--- src/rtl/ov7670_pkg.sv ---
// Shared constants and state encoding for the OV7670 configuration path.
package ov7670_pkg;

    // Register-field markers inside the configuration table
    localparam logic [7:0] REG_DELAY    = 8'hF0;
    localparam logic [7:0] REG_END      = 8'hFF;

    // SCCB write address of the OV7670
    localparam logic [7:0] OV7670_WR_ID = 8'h42;

    typedef enum logic [2:0] {
        ST_FETCH,
        ST_DECODE,
        ST_SEND,
        ST_WAIT,
        ST_DONE
    } state_t;

endpackage

--- src/rtl/ov7670_reg_rom.sv ---
// OV7670 register table: {reg, val} per entry, synchronous read, 1-cycle latency.
module ov7670_reg_rom
    import ov7670_pkg::*;
#(
    parameter int DEPTH  = 64,
    parameter int ADDR_W = $clog2(DEPTH)
) (
    input  logic              i_clk,
    input  logic [ADDR_W-1:0] i_addr,
    output logic [15:0]       o_data
);

    logic [15:0] r_data;

    // Table contents: soft reset, settle delay, QVGA/RGB565 set, end marker
    function automatic logic [15:0] rom_entry(input logic [ADDR_W-1:0] a);
        logic [7:0] a8;
        a8 = 8'(a);
        case (a8)
            8'd0:    rom_entry = 16'h1280;           // COM7: soft reset
            8'd1:    rom_entry = {REG_DELAY, 8'h0A}; // wait 10 ticks after reset
            8'd2:    rom_entry = 16'h1214;           // COM7: QVGA, RGB
            8'd3:    rom_entry = 16'h40D0;           // COM15: RGB565, full range
            8'd4:    rom_entry = 16'h1180;           // CLKRC: use external clock
            8'd5:    rom_entry = 16'h0C04;           // COM3: enable scaling
            8'd6:    rom_entry = 16'h3E19;           // COM14: PCLK divide, manual scale
            8'd7:    rom_entry = 16'h703A;           // SCALING_XSC
            8'd8:    rom_entry = 16'h7135;           // SCALING_YSC
            8'd9:    rom_entry = 16'h7211;           // SCALING_DCWCTR
            8'd10:   rom_entry = 16'h73F1;           // SCALING_PCLK_DIV
            8'd11:   rom_entry = 16'hA202;           // SCALING_PCLK_DELAY
            8'd12:   rom_entry = 16'h8C00;           // RGB444: disabled
            8'd13:   rom_entry = 16'h0400;           // COM1: no CCIR656
            8'd14:   rom_entry = 16'h1438;           // COM9: AGC ceiling
            default: rom_entry = {REG_END, REG_END};
        endcase
    endfunction

    // Registered read so the table maps onto block or distributed ROM
    always_ff @(posedge i_clk) begin
        r_data <= rom_entry(i_addr);
    end

    assign o_data = r_data;

endmodule

--- src/rtl/ov7670_config_sequencer.sv ---
// Walks the OV7670 register table and hands one write at a time to the SCCB sender.
module ov7670_config_sequencer
    import ov7670_pkg::*;
#(
    parameter logic [7:0] DEV_ID     = OV7670_WR_ID,
    parameter int         ROM_DEPTH  = 64,
    parameter int         DELAY_UNIT = 50000
) (
    input  logic       clk,
    input  logic       resetn,
    input  logic       resend,
    input  logic       taken,
    output logic       send,
    output logic [7:0] id,
    output logic [7:0] rega,
    output logic [7:0] value,
    output logic       done
);

    localparam int                ADDR_W   = $clog2(ROM_DEPTH);
    localparam int                CNT_W    = $clog2(255 * DELAY_UNIT + 1);
    localparam logic [ADDR_W-1:0] LAST_IDX = ADDR_W'(ROM_DEPTH - 1);
    localparam logic [CNT_W-1:0]  UNIT     = CNT_W'(DELAY_UNIT);

    state_t             r_state;
    logic [ADDR_W-1:0]  r_idx;
    logic [CNT_W-1:0]   r_cnt;
    logic               r_run;
    logic               r_send;
    logic               r_done;
    logic [7:0]         r_rega;
    logic [7:0]         r_value;

    logic [15:0]        w_rom_data;
    logic [7:0]         w_rom_reg;
    logic [7:0]         w_rom_val;
    logic               w_is_end;
    logic               w_is_delay;
    logic               w_last;
    logic [CNT_W-1:0]   w_delay_load;

    ov7670_reg_rom #(
        .DEPTH  (ROM_DEPTH),
        .ADDR_W (ADDR_W)
    ) u_rom (
        .i_clk  (clk),
        .i_addr (r_idx),
        .o_data (w_rom_data)
    );

    assign w_rom_reg    = w_rom_data[15:8];
    assign w_rom_val    = w_rom_data[7:0];
    assign w_is_end     = (w_rom_reg == REG_END) && (w_rom_val == REG_END);
    assign w_is_delay   = (w_rom_reg == REG_DELAY);
    assign w_last       = (r_idx == LAST_IDX);
    assign w_delay_load = CNT_W'(w_rom_val) * UNIT - CNT_W'(1);

    // Retime reset release onto clk so the FSM starts on a clean edge
    always_ff @(posedge clk or negedge resetn) begin
        if (!resetn) r_run <= 1'b0;
        else         r_run <= 1'b1;
    end

    // Sequencer FSM: fetch/decode table entries, hand writes off, run delays
    always_ff @(posedge clk or negedge resetn) begin
        if (!resetn) begin
            r_state <= ST_FETCH;
            r_idx   <= '0;
            r_cnt   <= '0;
            r_send  <= 1'b0;
            r_done  <= 1'b0;
            r_rega  <= 8'h00;
            r_value <= 8'h00;
        end else if (r_run) begin
            case (r_state)
                ST_FETCH: begin
                    r_state <= ST_DECODE;
                end
                ST_DECODE: begin
                    if (w_is_end) begin
                        r_done  <= 1'b1;
                        r_state <= ST_DONE;
                    end else if (w_is_delay && (w_rom_val != 8'h00)) begin
                        r_cnt   <= w_delay_load;
                        r_state <= ST_WAIT;
                    end else if (w_is_delay) begin
                        // Zero-length delay: skip straight to the next entry
                        if (w_last) begin
                            r_done  <= 1'b1;
                            r_state <= ST_DONE;
                        end else begin
                            r_idx   <= r_idx + 1'b1;
                            r_state <= ST_FETCH;
                        end
                    end else begin
                        r_rega  <= w_rom_reg;
                        r_value <= w_rom_val;
                        r_send  <= 1'b1;
                        r_state <= ST_SEND;
                    end
                end
                ST_SEND: begin
                    if (taken) begin
                        r_send <= 1'b0;
                        if (w_last) begin
                            r_done  <= 1'b1;
                            r_state <= ST_DONE;
                        end else begin
                            r_idx   <= r_idx + 1'b1;
                            r_state <= ST_FETCH;
                        end
                    end
                end
                ST_WAIT: begin
                    // Leave on the edge where the countdown reaches zero
                    if (r_cnt <= CNT_W'(1)) begin
                        r_cnt <= '0;
                        if (w_last) begin
                            r_done  <= 1'b1;
                            r_state <= ST_DONE;
                        end else begin
                            r_idx   <= r_idx + 1'b1;
                            r_state <= ST_FETCH;
                        end
                    end else begin
                        r_cnt <= r_cnt - 1'b1;
                    end
                end
                ST_DONE: begin
                    r_send <= 1'b0;
                    if (resend) begin
                        r_done  <= 1'b0;
                        r_idx   <= '0;
                        r_state <= ST_FETCH;
                    end
                end
                default: begin
                    r_state <= ST_FETCH;
                end
            endcase
        end
    end

    assign send  = r_send;
    assign done  = r_done;
    assign rega  = r_rega;
    assign value = r_value;
    assign id    = DEV_ID;

endmodule

--- config.mk ---
export PLATFORM = sky130hd
export DESIGN_NAME = ov7670_config_sequencer
export DESIGN_NICKNAME = d
export VERILOG_FILES = /design/src/rtl/ov7670_pkg.sv /design/src/rtl/ov7670_reg_rom.sv /design/src/rtl/ov7670_config_sequencer.sv
export SDC_FILE = /design/constraint.sdc
export NUM_CORES = 1
export LEC_CHECK = 0
export CAP_MARGIN = 0
export CORE_MARGIN = 5
export CORE_UTILIZATION = 66
export CTS_CLUSTER_SIZE = 8
export DETAILED_ROUTE_END_ITERATION = 8
export PLACE_DENSITY_LB_ADDON = 0.05
export SYNTH_ARGS = -nofsm -noshare
export SYNTH_HDL_FRONTEND = slang
export SYNTH_HIERARCHICAL = 1
export SYNTH_SLANG_ARGS = --single-unit
export TNS_END_PERCENT = 50
--- constraint.sdc ---
create_clock -name clk -period 9.3 [get_ports clk]
set_input_delay 2.79 -clock clk [delete_from_list [all_inputs] [get_ports clk]]
set_output_delay 2.79 -clock clk [all_outputs]
set_load 0.005 [all_outputs]
Word-level counts from Yosys, hierarchy flattened
Memory sizes are Yosys's and may differ from the RTL's. A register that Yosys moved wholly into a read port is not among the register bits.
Cells that the tools add are included.
Storage, ports and cells
  input bits: 4
  bits in registers: 52
  word-level logic and storage cells: 83
  memories: 1
  output and inout port bits: 26
  bits in read-only memories: 256
Memory list
  (name not given): words 16, width 16, rd ports 1, clocked after memory_dff 1, write ports 0, RTL line ov7670_reg_rom.sv:19  | case (a8)
Operators by class
  bitwise gates (word level): 3
  $mul: 1
  equal/unequal tests: 18
  add/subtract/negate cells: 3
  magnitude comparators: 1
  reductions and logical operators: 15
  muxes and demuxes: 33
Operator list (number)
  24-bit 2-to-1 mux: 3
  24-bit case mux with 2 select lines: 1
  24-bit by 1-bit subtractor with 24-bit output (second input constant): 2
  6-bit 2-to-1 mux: 7
  8-bit == test (second input constant): 3
  24-bit by 1-bit less-or-equal comparator with 1-bit output (second input constant): 1
  6-bit case mux with 4 select lines: 1
  3-bit 2-to-1 mux: 7
  8-bit by 12-bit multiplier with 20-bit output (second input constant): 1
  2-bit inequality test (second input constant): 8
  3-bit case mux with 5 select lines: 1
  1-bit 2-to-1 mux: 11
  4-bit AND reduction: 2
  8-bit AND reduction: 1
  8-bit nonzero test: 1
  7-bit AND reduction: 1
  6-bit by 1-bit adder with 6-bit output (second input constant): 1
  3-bit by 2-bit == test with 1-bit output (second input constant): 2
  6-bit == test (second input constant): 1
  3-bit inequality test (second input constant): 2
  6-bit AND reduction: 1
  5-bit AND reduction: 1
  1-bit case mux with 4 select lines: 1
  4-bit nonzero test: 1
  10 further kinds: 13

Logic depth before layout (Yosys ltp)
Gate-level depths: netlist (run 1).
  word-level depth: 6
  mapped depth: 16
  mapped depth without buffers: 15

Modules after synthesis
Netlist (run 1), hierarchy kept.
Modules (own cells, without submodules)
  ov7670_config_sequencer: area each 4757.1 sq um, cells an instance 528, instances 1, seq. area each 1301.2 sq um
  ov7670_reg_rom: area each 780.7 sq um, cells an instance 85, instances 1, seq. area each 320.3 sq um

Least setup slack after synthesis (run 1)
Ideal clock, no wire load.
  path kind: register -> register
  start point: reg u_rom.r_data[2] (netlist: u_rom/o_data[2])
  end point: reg r_cnt[23]
  arrival time: 4.130 ns
  path slack: 5.036 ns
  period minus slack after synthesis: 4.264 ns
  required time: 9.166 ns
  stages on the path, launching flop included: 16
  library setup time: 0.134 ns
  buffers on the path: 0
  cells stage by stage: dfxtp_1 > ha_1 > ha_1 > inv_1 > fa_1 > inv_1 > fa_1 > ha_1 > a21o_1 > a221oi_1 > o21ai_0 > xor2_1 > a211o_1 > nor4_1 > xnor2_1 > o211ai_1
Between the ends
  cells in the longest elaborated chain, start to end: 5
  elaborated cells on any way between the ends: 12
  classes of those cells: 1 x add/sub; 1 x mul; 3 x eq/ne; 3 x mux; 4 x reduce/logical
Ends and longest elaborated chain
  from (decl): RTL line ov7670_reg_rom.sv:13  | logic [15:0] r_data;
  8-bit by 12-bit multiplier with 20-bit output: RTL line ov7670_config_sequencer.sv:56  | assign w_delay_load = CNT_W'(w_rom_val) * UNIT - CNT_W'(1);
  24-bit by 1-bit subtractor with 24-bit output: RTL line ov7670_config_sequencer.sv:56
  24-bit 2-to-1 mux: RTL line ov7670_config_sequencer.sv:83  | end else if (w_is_delay && (w_rom_val != 8'h00)) begin
  24-bit 2-to-1 mux: RTL line ov7670_config_sequencer.sv:80  | if (w_is_end) begin
  24-bit case mux with 2 select lines: RTL line ov7670_config_sequencer.sv:75  | case (r_state)
  to (signal assigned): RTL line ov7670_config_sequencer.sv:84  | r_cnt <= w_delay_load;
  to (signal assigned): RTL line ov7670_config_sequencer.sv:126  | r_cnt <= r_cnt - 1'b1;
  to (decl): RTL line ov7670_config_sequencer.sv:27  | logic [CNT_W-1:0] r_cnt;
Several ways; a longest one is shown, not always the timed one. The select of a mux whose other input is x is not followed.
A chain may end at the register's enable or synchronous reset.

Worst setup path after layout (run 1)
Ends and elaborated chain as after synthesis.

==> impl_metrics.tcl, run 1 <==
set metrics [dict create \
    drv_slew 0 \
    clock_latency_ns 0.36 \
    start_util 0.674 \
    grt.met1_usage 0.377 \
    syn_inst 613 \
    grt_max_degree 48 \
    area_delta_synth_final_pct 8.36 \
    finalSetupViolations 0 \
    status "completed" \
    nets 712 \
    vias 4712 \
    post-route-drc-count 0 \
    cts.clk_slew.worst_paths_ns 0.09 \
    routabilityCongestion 0.856 \
    worstSetupStartpointType "register" \
    slowest_stage "fa_1" \
    cp-end-kind "register" \
    drt_iter0_markers 246 \
    diodes 0 \
    rsz0062_at_grt "false" \
    multi_input_area_mm2 0.00371 \
    setup_tns_ns 0 \
    ys_types 72 \
    synth_ff_type "dfrtp_1" \
    grt_overflow_total 0 \
    crit_buf_inv 2 \
    final_layout_size_suffix_gt1_frac 0.0869 \
    fin_crit_sh 0.513 \
    die_w_um 102 \
    endpoint "r_cnt[23]" \
    seq_area_mm2 0.00162 \
    numCtsBuffers 9 \
    period_needed_ns 4.77 \
    fp.dieArea_mm2 0.0103 \
    reg2reg_from "u_rom/o_data[2]" \
    yosys_warnings 6 \
    maxCapViolations 0 \
    crit_family "adder cells" \
    drtPass1Iterations 5 \
    fp.dieH_um 102 \
    required_ns 9.53 \
    async_flop_share 0.765 \
    wl_per_cell_um 17.8 \
    io_pins 30 \
    fin_ws_ns 4.53 \
    crit_top_cell "ha_1" \
    nFillCells 614 \
    core_mm2 0.00822 \
    met2_usage 0.424 \
    dp_hpwl_mm 9.89 \
    postCtsSetupBuffers 0 \
    min_path_type "reg2reg" \
    place_ws_ns 4.56 \
    cp-startpoint "u_rom/o_data[2]" \
    path_max_fanout 6 \
    tightestPinTransition_ns 1.04 \
    slowest_delay_ns 0.51 \
    ff2ff_setup_slack_ns 4.53 \
    busiest_layer "met2" \
    cts.repair.resized 0 \
    rows 33 \
    grt_pass1_wl_mm 21.6 \
    critical_path_class "reg2reg" \
    critical_path.cell_chain "ha_1 -> ha_1 -> inv_1 -> fa_1 -> inv_1 -> fa_1 -> ha_1 -> a21o_1 -> a221oi_1 -> o21ai_0 -> xor2_1 -> a211o_1 -> nor4_1 -> xnor2_1 -> o211ai_1" \
    cts_buffer_depth 2 \
    clock_skew_ns 0.0120 \
    use_met3 0.0324 \
    reg2reg_to "r_cnt[23]" \
    clkSinkCount 68 \
    ant_nets 0 \
    io_buffers 21 \
    cts_tree "done" \
    hold_violations 0 \
    routed_wl_mm 13.1 \
    viasPerCell 6.38 \
    crit_cells 15 \
    synth_edf_count 0 \
    crit_arrival_ns 5.00 \
    syn_area_mm2 0.00554 \
    htreeDepth 3 \
    synth.area.top_cells "dfrtp_1 (23%), ha_1 (15%), dfxtp_1 (5.8%), fa_1 (4.3%), o21ai_0 (4.3%)" \
    synth.avg_cell_area_um2 9.03 \
    first_global_vias 4447 \
    synth-seq-area-share 0.293 \
    ff2ff_path_depth 15 \
    fmax_mhz 209 \
    grt_use_total 0.265 \
    holdBufCountCts 0 \
    root_buffer "clkbuf_8" \
    synth_seq_cells 68 \
    yosysTopAreaCellShare 0.235 \
    synth_area_leader_cell "dfrtp_1" \
    antenna_found_initial 0 \
    maxSlewHeadroom 0.305 \
]
cell usage after synthesis, drive strengths merged (3+ instances only):
library cell,instances
ha,68
nor2,54
dfrtp,52
o21ai,51
a21oi,39
nand2,37
inv,22
nor3,19
xnor2,18
mux2,17
buf,16
dfxtp,16
xor2,14
clkbuf,12
fa,12
nand3,12
or3,12
and2,8
nor2b,8
nor4,8
a21o,7
and3,7
nand2b,7
nand4,7
o211ai,7
or2,6
o21a,5
o221ai,5
or4,5
a2111oi,4
a22o,4
a22oi,4
o22a,4
o22ai,4
a31oi,3
nand4b,3
stage by stage:
step                      utilization  hold slack (ns)  instances  area, um^2
after floorplan                     -            0.448        620        5560
after global placement          0.703            0.463        722        5780
after detailed placement        0.703            0.470        722        5780
after CTS                       0.730            0.490        738        6000
after global routing            0.730            0.503        738        6000
final                           0.730            0.484        738        6000
sequential cells by signal, summed over array words and instances, names as in the netlist:
name and cells:
r_idx 6, r_run 1, rega 8, r_cnt 24
r_state 3, value 8, send 1, done 1
u_rom/o_data 16
logic make-up after synthesis:
logic type | synth area share
and+or+nand+nor | 0.194
AOI/OAI and AO/OA | 0.187
adders and majority gates | 0.197
DFF | 0.293
buffers and inverters | 0.0425
xor gates and xnor gates | 0.0506
muxes | 0.0346
other | 0.00136
worst min path at each step:
stage / start / to / slack, ns / cells after the start
after floorplan: r_cnt[20] / r_cnt[20] / 0.45 / 2
after CTS: send / send / 0.49 / 1
after global routing: send / send / 0.50 / 1
after detailed placement: send / send / 0.47 / 1
after global placement: send / send / 0.46 / 1
final: send / send / 0.48 / 1
cell usage in the layout, fill, tap and decap left out, types with 12 or more instances in the layout:
| master | instances |
|---|---|
| xor2_1 | 14 |
| mux2_2 | 17 |
| clkdlybuf4s50_1 | 20 |
| nand3_1 | 12 |
| nand2_1 | 37 |
| or3_1 | 12 |
| inv_1 | 21 |
| dfxtp_1 | 16 |
| o21ai_0 | 48 |
| xnor2_1 | 18 |
| ha_1 | 68 |
| nor3_1 | 17 |
| dfrtp_1 | 52 |
| fa_1 | 12 |
| nor2_1 | 54 |
| a21oi_1 | 38 |
final cells by class:
type | count | area share
Multi-Input combinational cell | 502 | 0.618
Sequential cell | 68 | 0.270
Timing Repair Buffer | 25 | 0.0392
Tap cell | 105 | 0.0219
Clock buffer | 9 | 0.0206
Clock inverter | 7 | 0.0165
Inverter | 22 | 0.0138
metal layers:
layer | part of all wire | routed length, um
met1 | 0.47 | 6160
met2 | 0.48 | 6250
met3 | 0.036 | 478
met4 | 0.017 | 218
met5 | 0 | 0
Power of run 1 is left out: the tool's default activity adds up to more than one toggle a clock period on the data nets, which glitch-free logic cannot reach.
==> inputs of run 2 (changes only) <==
Settings changed: CORE_UTILIZATION 66 to 61.
Clock period 9.3 ns to 4.4 ns, I/O delays scaled along.
==> impl_metrics.tcl, run 2 (synthesized netlist as in run 1, its figures left out) <==
set metrics [dict create \
    maxSlewHeadroom 0.423 \
    grt_use_total 0.247 \
    period_needed_ns 4.29 \
    required_ns 4.62 \
    fp.dieArea_mm2 0.0111 \
    hold_violations 0 \
    crit_arrival_ns 4.52 \
    min_path_type "reg2reg" \
    slowest_stage "fa_2" \
    largest-register "r_cnt" \
    core_mm2 0.00881 \
    clock_latency_ns 0.35 \
    io_buffers 21 \
    vias 4785 \
    start_util 0.629 \
    clock_skew_ns 0.0110 \
    grt_max_degree 34 \
    viasPerCell 6.17 \
    post-route-drc-count 0 \
    slowest_delay_ns 0.55 \
    holdWs_ns 0.483 \
    io_pins 30 \
    first_global_vias 4686 \
    critical_path_class "reg2reg" \
    ant_nets 0 \
    htreeDepth 3 \
    dp_hpwl_mm 10.5 \
    final_cell_mix "ha_1 (64), nor2_1 (54), dfrtp_1 (52)" \
    path_max_fanout 5 \
    root_buffer "clkbuf_8" \
    finalSetupViolations 0 \
    nets 746 \
    critical_path.cell_chain "ha_1 -> ha_1 -> inv_1 -> fa_1 -> inv_1 -> fa_2 -> ha_4 -> buf_4 -> a21oi_2 -> and3_1 -> o21ai_1 -> buf_4 -> or3_1 -> or3_1 -> xor2_1 -> a2bb2oi_1 -> o21ai_0" \
    clkSinkCount 68 \
    place_area_mm2 0.00602 \
    final_common_cell "ha_1" \
    routabilityCongestion 0.874 \
    diodes 0 \
    largest_register_ffs 24 \
    maxCapViolations 0 \
    fmax_mhz 233 \
    grt_pass1_wl_mm 22.6 \
    setup_tns_ns 0 \
    rows 34 \
    cp-end-kind "register" \
    die_w_um 105 \
    drt_iter0_markers 330 \
    routed_wl_mm 13.9 \
    drv_slew 0 \
    status "completed" \
    antenna_found_initial 0 \
    wl_per_cell_um 18.0 \
    fin_crit_sh 0.976 \
    final_area_mm2 0.00640 \
    holdBufCountCts 0 \
    cts_buffer_depth 2 \
    grt_overflow_total 0 \
    numCtsBuffers 9 \
    tightestPinTransition_ns 0.862 \
    drtPass1Iterations 5 \
    final_layout_size_suffix_gt1_frac 0.168 \
    fp.dieH_um 105 \
    cts_tree "done" \
    area_delta_synth_final_pct 15.6 \
    cts.clk_slew.worst_paths_ns 0.09 \
    worstSetupStartpointType "register" \
]
[run 2: changes by cell type in the layout (fill, tap and decap cells not counted), sizes merged]
cell / change
buf: +34
inv: +3
clkinv: -3
bufinv: -1
clkinvlp: +1
[run 2: cell type report]
cell class / count / area, um^2
clock buffer: 9 / 124
clock inverter: 7 / 80.1
fill: 652 / 2410
inverter: 22 / 82.6
multi-input combinational: 502 / 3860
sequential: 68 / 1620
tap: 108 / 135
timing repair buffer: 59 / 490
[run 2: timing repair]
action	in CTS	in global routing
setup buffers	1	1
endpoints found under the setup margin	3	8
pin swaps	1	10
gates resized for setup	4	25
[run 2: metal layers]
metal	routed length, um	GRT usage	share of wire
met4	232	0.0703	0.017
met5	0	0	0
met2	6820	0.407	0.49
met3	496	0.0391	0.036
met1	6370	0.339	0.46
[run 2: worst max-delay path, delay by kind of cell (launching register included)]
kind                     cells  cell delay, ns
AO/OA/AOI/OAI                4            0.55
XOR/XNOR                     1            0.17
adder cells (fa/ha/maj)      5            1.90
buffers and inverters        4            0.40
flip-flops                   1            0.35
AND/OR/NAND/NOR              3            0.83
[run 2: stage by stage]
stage,util,std cells,setup slack (ns)
CTS,0.711,774,0.0121
detailed placement,0.684,757,-0.0425
global placement,0.684,757,0.0803
finish,0.727,775,0.106
global route,0.727,775,-0.0449
floorplan,-,620,0.136
[run 2: path summary, 6_finish.rpt]
kind                             endpoint            start  slack (ns)  cells after the start
worst min register to register       send             send        0.48                      1
max in group asynchronous        r_idx[5]           resetn        2.55                      2
worst max register to register  r_cnt[16]  u_rom/o_data[2]        0.11                     17
worst max-delay path            r_cnt[16]  u_rom/o_data[2]        0.11                     17
worst min-delay path                 send             send        0.48                      1
min in group asynchronous       r_cnt[17]           resetn        1.05                      1
Power of run 2 is left out for the same reason.
